<file path="src/rtl/pipe_ctrl_pkg.sv">
// Shared types and constants for the RV32 pipeline sequencing unit.
package pipe_ctrl_pkg;

    localparam int unsigned REG_W = 5;
    localparam int unsigned FWD_W_BITS = 2;

    typedef enum logic [1:0] {
        INIT     = 2'd0,
        RUN      = 2'd1,
        MEM_WAIT = 2'd2
    } state_t;

    localparam logic [FWD_W_BITS-1:0] FWD_RF = 2'b00;
    localparam logic [FWD_W_BITS-1:0] FWD_W  = 2'b01;
    localparam logic [FWD_W_BITS-1:0] FWD_M  = 2'b10;

    // All-zero bubble; its rd field doubles as the never-forwarded x0.
    localparam logic [31:0]      BUBBLE = 32'h0000_0000;
    localparam logic [REG_W-1:0] REG_X0 = BUBBLE[11:7];

endpackage

</file>
<file path="src/rtl/forward_unit.sv">
// Operand bypass select for one E-stage source register; M wins over W.
module forward_unit
    import pipe_ctrl_pkg::*;
(
    input  logic [REG_W-1:0]      rs,
    input  logic [REG_W-1:0]      rd_m,
    input  logic                  reg_write_m,
    input  logic [REG_W-1:0]      rd_w,
    input  logic                  reg_write_w,
    output logic [FWD_W_BITS-1:0] fwd
);

    always_comb begin
        fwd = FWD_RF;
        if (reg_write_m && (rd_m != REG_X0) && (rd_m == rs)) begin
            fwd = FWD_M;
        end else if (reg_write_w && (rd_w != REG_X0) && (rd_w == rs)) begin
            fwd = FWD_W;
        end
    end

endmodule

</file>
<file path="src/rtl/pipeline_ctrl.sv">
// Stall/flush/forward sequencing for the 5-stage pipeline, with start-up
// flush and data-memory wait handling including a sticky timeout flag.
module pipeline_ctrl
    import pipe_ctrl_pkg::*;
#(
    parameter int unsigned FLUSH_CYCLES = 2,
    parameter int unsigned MEM_TIMEOUT  = 255,
    parameter int unsigned CNT_W        = 8
) (
    input  logic                  clk,
    input  logic                  reset,
    input  logic [REG_W-1:0]      Rs1D,
    input  logic [REG_W-1:0]      Rs2D,
    input  logic [REG_W-1:0]      Rs1E,
    input  logic [REG_W-1:0]      Rs2E,
    input  logic [REG_W-1:0]      RdE,
    input  logic                  LoadE,
    input  logic                  PCSrcE,
    input  logic [REG_W-1:0]      RdM,
    input  logic                  RegWriteM,
    input  logic                  DMemReqM,
    input  logic                  DMemReadyM,
    input  logic [REG_W-1:0]      RdW,
    input  logic                  RegWriteW,
    output logic                  StallF,
    output logic                  StallD,
    output logic                  StallE,
    output logic                  StallM,
    output logic                  FlushD,
    output logic                  FlushE,
    output logic                  FlushW,
    output logic [FWD_W_BITS-1:0] ForwardAE,
    output logic [FWD_W_BITS-1:0] ForwardBE,
    output logic                  Ready,
    output logic                  MemTimeout
);

    state_t                  state;
    logic [CNT_W-1:0]        cnt;
    logic                    memwait;
    logic                    load_use;
    logic [FWD_W_BITS-1:0]   fwd_a;
    logic [FWD_W_BITS-1:0]   fwd_b;

    assign memwait  = DMemReqM & ~DMemReadyM;
    assign load_use = LoadE & (RdE != REG_X0) & ((RdE == Rs1D) | (RdE == Rs2D));

    forward_unit u_fwd_a (
        .rs          (Rs1E),
        .rd_m        (RdM),
        .reg_write_m (RegWriteM),
        .rd_w        (RdW),
        .reg_write_w (RegWriteW),
        .fwd         (fwd_a)
    );

    forward_unit u_fwd_b (
        .rs          (Rs2E),
        .rd_m        (RdM),
        .reg_write_m (RegWriteM),
        .rd_w        (RdW),
        .reg_write_w (RegWriteW),
        .fwd         (fwd_b)
    );

    // Sequencer: start-up flush count, memory wait count, sticky flags.
    always_ff @(posedge clk or negedge reset) begin
        if (!reset) begin
            state      <= INIT;
            cnt        <= '0;
            Ready      <= 1'b0;
            MemTimeout <= 1'b0;
        end else begin
            case (state)
                INIT: begin
                    if (cnt == CNT_W'(FLUSH_CYCLES - 1)) begin
                        state <= RUN;
                        cnt   <= '0;
                        Ready <= 1'b1;
                    end else begin
                        cnt <= cnt + CNT_W'(1);
                    end
                end
                RUN: begin
                    if (memwait) begin
                        state <= MEM_WAIT;
                        cnt   <= '0;
                    end
                end
                MEM_WAIT: begin
                    if (!memwait) begin
                        state <= RUN;
                    end else if (cnt != CNT_W'(MEM_TIMEOUT)) begin
                        cnt <= cnt + CNT_W'(1);
                        if ((cnt + CNT_W'(1)) == CNT_W'(MEM_TIMEOUT)) begin
                            MemTimeout <= 1'b1;
                        end
                    end
                end
                default: begin
                    state <= INIT;
                    cnt   <= '0;
                end
            endcase
        end
    end

    // Hazard priority: memory hold, then taken branch, then load-use.
    always_comb begin
        StallF    = 1'b0;
        StallD    = 1'b0;
        StallE    = 1'b0;
        StallM    = 1'b0;
        FlushD    = 1'b0;
        FlushE    = 1'b0;
        FlushW    = 1'b0;
        ForwardAE = fwd_a;
        ForwardBE = fwd_b;
        if (state == INIT) begin
            StallF    = 1'b1;
            FlushD    = 1'b1;
            FlushE    = 1'b1;
            FlushW    = 1'b1;
            ForwardAE = FWD_RF;
            ForwardBE = FWD_RF;
        end else if (memwait) begin
            StallF = 1'b1;
            StallD = 1'b1;
            StallE = 1'b1;
            StallM = 1'b1;
            FlushW = 1'b1;
        end else if (PCSrcE) begin
            FlushD = 1'b1;
            FlushE = 1'b1;
        end else if (load_use) begin
            StallF = 1'b1;
            StallD = 1'b1;
            FlushE = 1'b1;
        end
    end

endmodule

</file>
<file path="config.mk">
export PLATFORM = sky130hd
export DESIGN_NAME = pipeline_ctrl
export DESIGN_NICKNAME = d
export VERILOG_FILES = /design/src/rtl/pipe_ctrl_pkg.sv /design/src/rtl/forward_unit.sv /design/src/rtl/pipeline_ctrl.sv
export SDC_FILE = /design/constraint.sdc
export NUM_CORES = 1
export LEC_CHECK = 0
export ABC_AREA = 1
export BUFFER_PORTS_ARGS = -buffer_cell sky130_fd_sc_hd__buf_2
export CORE_ASPECT_RATIO = 1.75
export CORE_MARGIN = 1
export CORE_UTILIZATION = 48
export DETAILED_ROUTE_END_ITERATION = 10
export PLACE_DENSITY = 0.85
export SLEW_MARGIN = 20
export SYNTH_ARGS = -nofsm -noshare
export SYNTH_HDL_FRONTEND = slang
export SYNTH_SLANG_ARGS = --single-unit
</file>
<file path="constraint.sdc">
create_clock -name clk -period 1.8 [get_ports clk]
set_clock_uncertainty 0.05 [all_clocks]
set_input_delay 0.54 -clock clk [delete_from_list [all_inputs] [get_ports clk]]
set_output_delay 0.54 -clock clk [all_outputs]
set_load 0.005 [all_outputs]
</file>
# Word-level counts from Yosys, hierarchy flattened
# Cells that the tools add are included.
[totals] register_bits=12 latchBits=0 ram_bits=0 rom_bits=0 inputBits=43 out_inout_bits=13 n_memories=0
[classes] n_addsub=1 multipliers=0 div_mod_pow=0 n_lt_le_gt_ge=0 n_eq_ne=16 shifts=0 muxes=29 n_bitwise=5 reduce_logical=14
[ops] operator="two-way mux 8 bit" count=4
[ops] operator="== test 5 bit" count=6
[ops] operator="one-hot mux 8 bit (3 select lines)" count=1
[ops] operator="two-way mux 1 bit" count=16
[ops] operator="nonzero test 5 bit" count=3
[ops] operator="two-way mux 2 bit" count=7
[ops] operator="!= test 2 bit (second input constant)" count=5
[ops] operator="adder 8 x 1 -> 8 bit (second input constant)" count=1
[ops] operator="== test 8 x 1 -> 1 bit (second input constant)" count=1
[ops] operator="== test 8 bit (second input constant)" count=1
[ops] operator="!= test 8 bit (second input constant)" count=1
[ops] operator="logical AND 1 bit" count=6
[ops] operator="one-hot mux 2 bit (3 select lines)" count=1
[ops] operator="AND reduction 3 bit" count=2
[ops] operator="AND reduction 4 bit" count=1
[ops] operator="bitwise AND 1 bit" count=3
[ops] operator="== test 2 x 1 -> 1 bit (second input constant)" count=1
[ops] operator="== test 2 bit (second input constant)" count=1
[ops] operator="logical NOT 2 bit" count=1
[ops] operator="AND reduction 2 bit" count=1
[ops] operator="inverter 1 bit" count=1
[ops] operator="OR 1 bit" count=1

# Longest topological paths before layout
[depth] depth_word=7 mapped_depth=9 ltp_nobuf=9

# Modules after synthesis
# From an unflattened synthesis, not the netlist that was laid out.
[hier_totals] cells_unflattened=278 hier_area_um2=1472.7
[modules_own_cells] mod="pipeline_ctrl" n_inst=1 cells_each=178 area_per_inst_um2=1044.8 seq_area_each_um2=300.3
[modules_own_cells] mod="forward_unit" n_inst=2 cells_each=50 area_per_inst_um2=214.0 seq_area_each_um2=0.0

# Worst setup path after synthesis
# OpenSTA, ideal clock, no wires.
[synth_timing] path_type="register -> output" from="register state[1]" to="output port FlushE" t_arrival_ns=1.135 required_time_ns=1.210 slack_ns=0.075 path_stages_with_launch=6 n_path_buf=0 path_cell_list="dfrtp_1 nor2_1 nor2_1 nor2_1 inv_1 nand2_1"
[synth_via] elab_chain_len=2
[synth_rtl] element="start, declared" line="pipeline_ctrl.sv:38" text="state_t state;"
[synth_rtl] element="start signal, assigned" line="pipeline_ctrl.sv:69" text="state <= INIT;"
[synth_rtl] element="start signal, assigned" line="pipeline_ctrl.sv:77" text="state <= RUN;"
[synth_rtl] element="start signal, assigned" line="pipeline_ctrl.sv:86" text="state <= MEM_WAIT;"
[synth_rtl] element="logical NOT 2 bit" line="pipeline_ctrl.sv:119" text="if (state == INIT) begin"
[synth_rtl] element="two-way mux 1 bit" line="pipeline_ctrl.sv:119"
[synth_rtl] element="end, declared" line="pipeline_ctrl.sv:30" text="output logic FlushE,"
# No other way between the ends.

# Final worst setup path
[layout_timing] from="input port RdW[0]" to="output port ForwardBE[0]"
[layout_via] elab_chain_len=6 elab_cells_between_ends=7 classes_between="eq/ne (1); mux (3); reduce/logical (3)"
[layout_rtl] element="start, declared" line="pipeline_ctrl.sv:23" text="input logic [REG_W-1:0] RdW,"
[layout_rtl] element="nonzero test 5 bit" line="forward_unit.sv:17" text="end else if (reg_write_w && (rd_w != REG_X0) && (rd_w == rs)) begin"
[layout_rtl] element="logical AND 1 bit" line="forward_unit.sv:17"
[layout_rtl] element="logical AND 1 bit (*)" line="forward_unit.sv:17"
[layout_rtl] element="two-way mux 1 bit (*)" line="forward_unit.sv:17"
[layout_rtl] element="two-way mux 2 bit (*)" line="forward_unit.sv:15" text="if (reg_write_m && (rd_m != REG_X0) && (rd_m == rs)) begin"
[layout_rtl] element="two-way mux 2 bit (*)" line="pipeline_ctrl.sv:119"
[layout_rtl] element="end, declared" line="pipeline_ctrl.sv:33" text="output logic [FWD_W_BITS-1:0] ForwardBE,"
# Every way passes the cells marked *; elsewhere a longest branch is shown, timed or not.

==> key figures <==
Clock tree
  • Clk sinks: 12
  • TritonCTS buffer count: 3
  • Htree depth: 1
  • Hold_buf cts: 0
  • CTS tree: yes
  • Clk root buf: clkbuf_8
  • Clock Latency Late Sink: 0.25 ns
  • Clock slew seen by the registers of the worst setup and hold paths: 0.06 ns
  • CTS max path bufs: 2

Power and ir drop
  • Clock network fraction of total power: 14.9%
  • Pwr per Cell Area: just under 800 mW/mm^2
  • Sequential share of power: 22.4%
  • P_leak: 0.001135 uW
  • Switch share: between 40% and 50%
  • Pint: 934.9 uW
  • Peak supply drop: 500.9 uV
  • Sw power: 795.5 uW
  • Share of power burned in combinational logic: ~63%

Global route
  • Gr usage total: 30.28%
  • GR Overflow Total: 0
  • Vias in the first global route: ~1700
  • Largest net degree at the start of global routing: 13
  • Initial antenna violation count: 0
  • First-pass GRT wire length: 7.093 mm

Setup path
  • Crit path launch type: input port
  • Worst-path maximum fanout: 3
  • Reg2Reg Capture Point: cnt[7]
  • Critical Path Sink Type: primary output
  • Critical Path RT: 1.21 ns
  • R2r worst-path depth: 9
  • Crit Reg-Reg Startpoint: cnt[1]
  • CP startpoint: RdW[0]
  • WP data arrival: 1.50 ns
  • Setup Crit Path Kind: in -> out
  • Crit path to: ForwardBE[0]
  • Setup slack, reg-to-reg: 0 ns

Outcome
  • Status: finished, violations left
  • Failing checks: setup timing

Timing
  • Worst-Margin Slew: 0.3481 ns
  • Crit share post-route: 116.3%
  • Setup-failing EPs final: 10
  • Unrepaired setup endpoints after global routing: true
  • Final min period: 2.094 ns
  • Final Hold Slack: 0.1087 ns
  • Final WS setup: -0.2935 ns
  • Fin Setup TNS: -1.735 ns
  • Slew headroom: 76.70%
  • Maximum clock frequency: 477.7 MHz
  • Slew Viols, Final: 0
  • Fin. Hold Viols: 0

Placed design
  • DP Area: 0.001698 mm^2
  • Final GP Congestion: 0.8556
  • Port bufs: between 50 and 60
  • Post-DP HPWL: around 2.8 mm
  • Setup WS pre-CTS: -0.1479 ns

Drt
  • Routed wire length per instance: 19.46 um
  • DRT Pass-1 Iters: 5
  • Vias: ~1900
  • Post-DRT Antenna Nets: 0
  • Vias per inst: 6.142
  • DRC: 0
  • DRT iter0 DRCs: 128
  • Final wirelength: 6.149 mm

Die
  • IO Count: 56
  • Chip Width: ~42 um
  • Die area: 0.003029 mm^2
  • Initial cell density of the core: 50.05%
  • Row count: 25
  • Core area: approximately 0.0027 mm^2
  • Die H: 72.06 um

Finish
  • Final Util: 82.51%
  • Number of inserted diodes: 0
  • Layout cells sized above 1: between 40% and 50%
  • Area Overhead vs Synth: 64.87%
  • Post-layout instance area: approximately 0.0022 mm^2
  • Fillers: ~140
  • Final #Nets: 337

Yosys
  • Area share of the largest cell type after synthesis: 22.30%
  • Cell area after synthesis: 0.001346 mm^2
  • Sequential fraction of the synthesis area: around 22%
  • Synth unique cells: 25
  • Mapped Cells: between 200 and 250
  • Warnings, synthesis: 0
  • Mapped Nets: 269
  • Yosys reg bits: 12
  • Largest cells by area after synthesis: dfrtp_1 22%, nand2_1 18%, xnor2_1 10%
  • Area leader, netlist: dfrtp_1
  • Syn Area/Cell: 6.037 um^2

Flow run
  • Max-Cap Viols: 0

Hold path
  • Hold Path Class: in -> async
==> power groups by stage <==
| stage | sequential (uW) | clock, uW | combinational (uW) |
|---|---|---|---|
| after floorplan | 348 | 0 | 468 |
| after global placement | 374 | 0 | 699 |
| after detailed placement | 376 | 0 | 706 |
| after CTS | 373 | 245 | 788 |
| after global routing | 393 | 275 | 1140 |
| final | 388 | 258 | 1080 |
==> repair_timing <==
action | 4_1_cts | 5_1_grt
buffers inserted | 1 | 2
endpoints found under the setup margin | 11 | 11
pin swaps | 26 | 28
resized for setup | 46 | 55
==> per-stage QoR <==
| step | instances | power (uW) |
|---|---|---|
| 2_1_floorplan | 223 | 816.4 |
| 3_3_place_gp | 310 | 1073 |
| 3_5_place_dp | 310 | 1082 |
| 4_1_cts | 314 | 1406 |
| 5_1_grt | 316 | 1808 |
| 6_report | 316 | 1730 |
==> cell usage in the layout, fill, tap and decap left out, types with 2 or more instances in the layout <==
master,count
nor4_1,2
xnor2_2,8
nand3_2,6
dfrtp_1,12
nor2_4,6
o21ai_2,4
xnor2_1,4
buf_6,18
buf_4,8
inv_1,31
xor2_1,5
buf_8,5
inv_2,4
ha_1,3
clkbuf_8,3
buf_2,32
nand2_2,8
inv_4,2
xnor2_4,4
o21ai_1,8
nand2_1,59
nand3_1,10
buf_12,3
nand4_1,4
nor2_1,26
nor2_2,5
==> cells in the mapped netlist, drive strengths merged <==
master / instances
nand2: 67
inv: 37
nor2: 37
nand3: 16
xnor2: 16
o21ai: 13
dfrtp: 12
xor2: 6
nand4: 4
buf: 3
ha: 3
nor4: 3
a21oi: 2
nand3b: 1
nor3: 1
nor3b: 1
or2: 1
==> registers in the layout (all words and copies together), names as in the netlist <==
register,cells
MemTimeout,1
Ready,1
cnt,8
state,2
==> how the worst min path moves through the flow <==
stage                 endpoint  slack [ns]  cells past startpoint
floorplan           MemTimeout        0.19                      0
global placement         Ready        0.38                      1
detailed placement       Ready        0.38                      1
CTS                     cnt[5]        0.13                      1
global route        MemTimeout        0.13                      1
finish                   Ready        0.11                      1
==> worst max-delay path, stage by stage <==
cell,delay (ns)
buf_2,0.13
nor2_1,0.12
nand2_1,0.08
o21ai_1,0.22
inv_1,0.11
nand3_1,0.13
a21oi_2,0.05
buf_2,0.13
==> kinds of logic (layout without fill, tap and decap cells) <==
logic type,after synthesis,after routing,synth area share (%)
compound gates,15,15,7.528
xor+xnor,22,22,14.31
fa+ha+maj,3,3,2.788
buf+inv,40,106,11.80
flops,12,12,22.30
simple gates,131,131,41.26
==> layer usage <==
| layer | track usage (%) | vias up | routed length [um] |
|---|---|---|---|
| li1 | - | 820 | - |
| met1 | 29.33 | 861 | 1987 |
| met2 | 59.55 | 198 | 2976 |
| met3 | 3.483 | 62 | 625 |
| met4 | 17.01 | 0 | 560 |
| met5 | 0 | - | 0 |
==> cell type report <==
cell class,instances,area (um^2),area share [%]
inverter,37,143.9,6.483
clock buffer,3,41.29,1.860
sequential,12,300.3,13.53
timing repair buffer,66,558.0,25.14
multi-input combinational,171,1142,51.47
tap,27,33.78,1.522
Note: power is estimated with default switching activity, not from simulation.
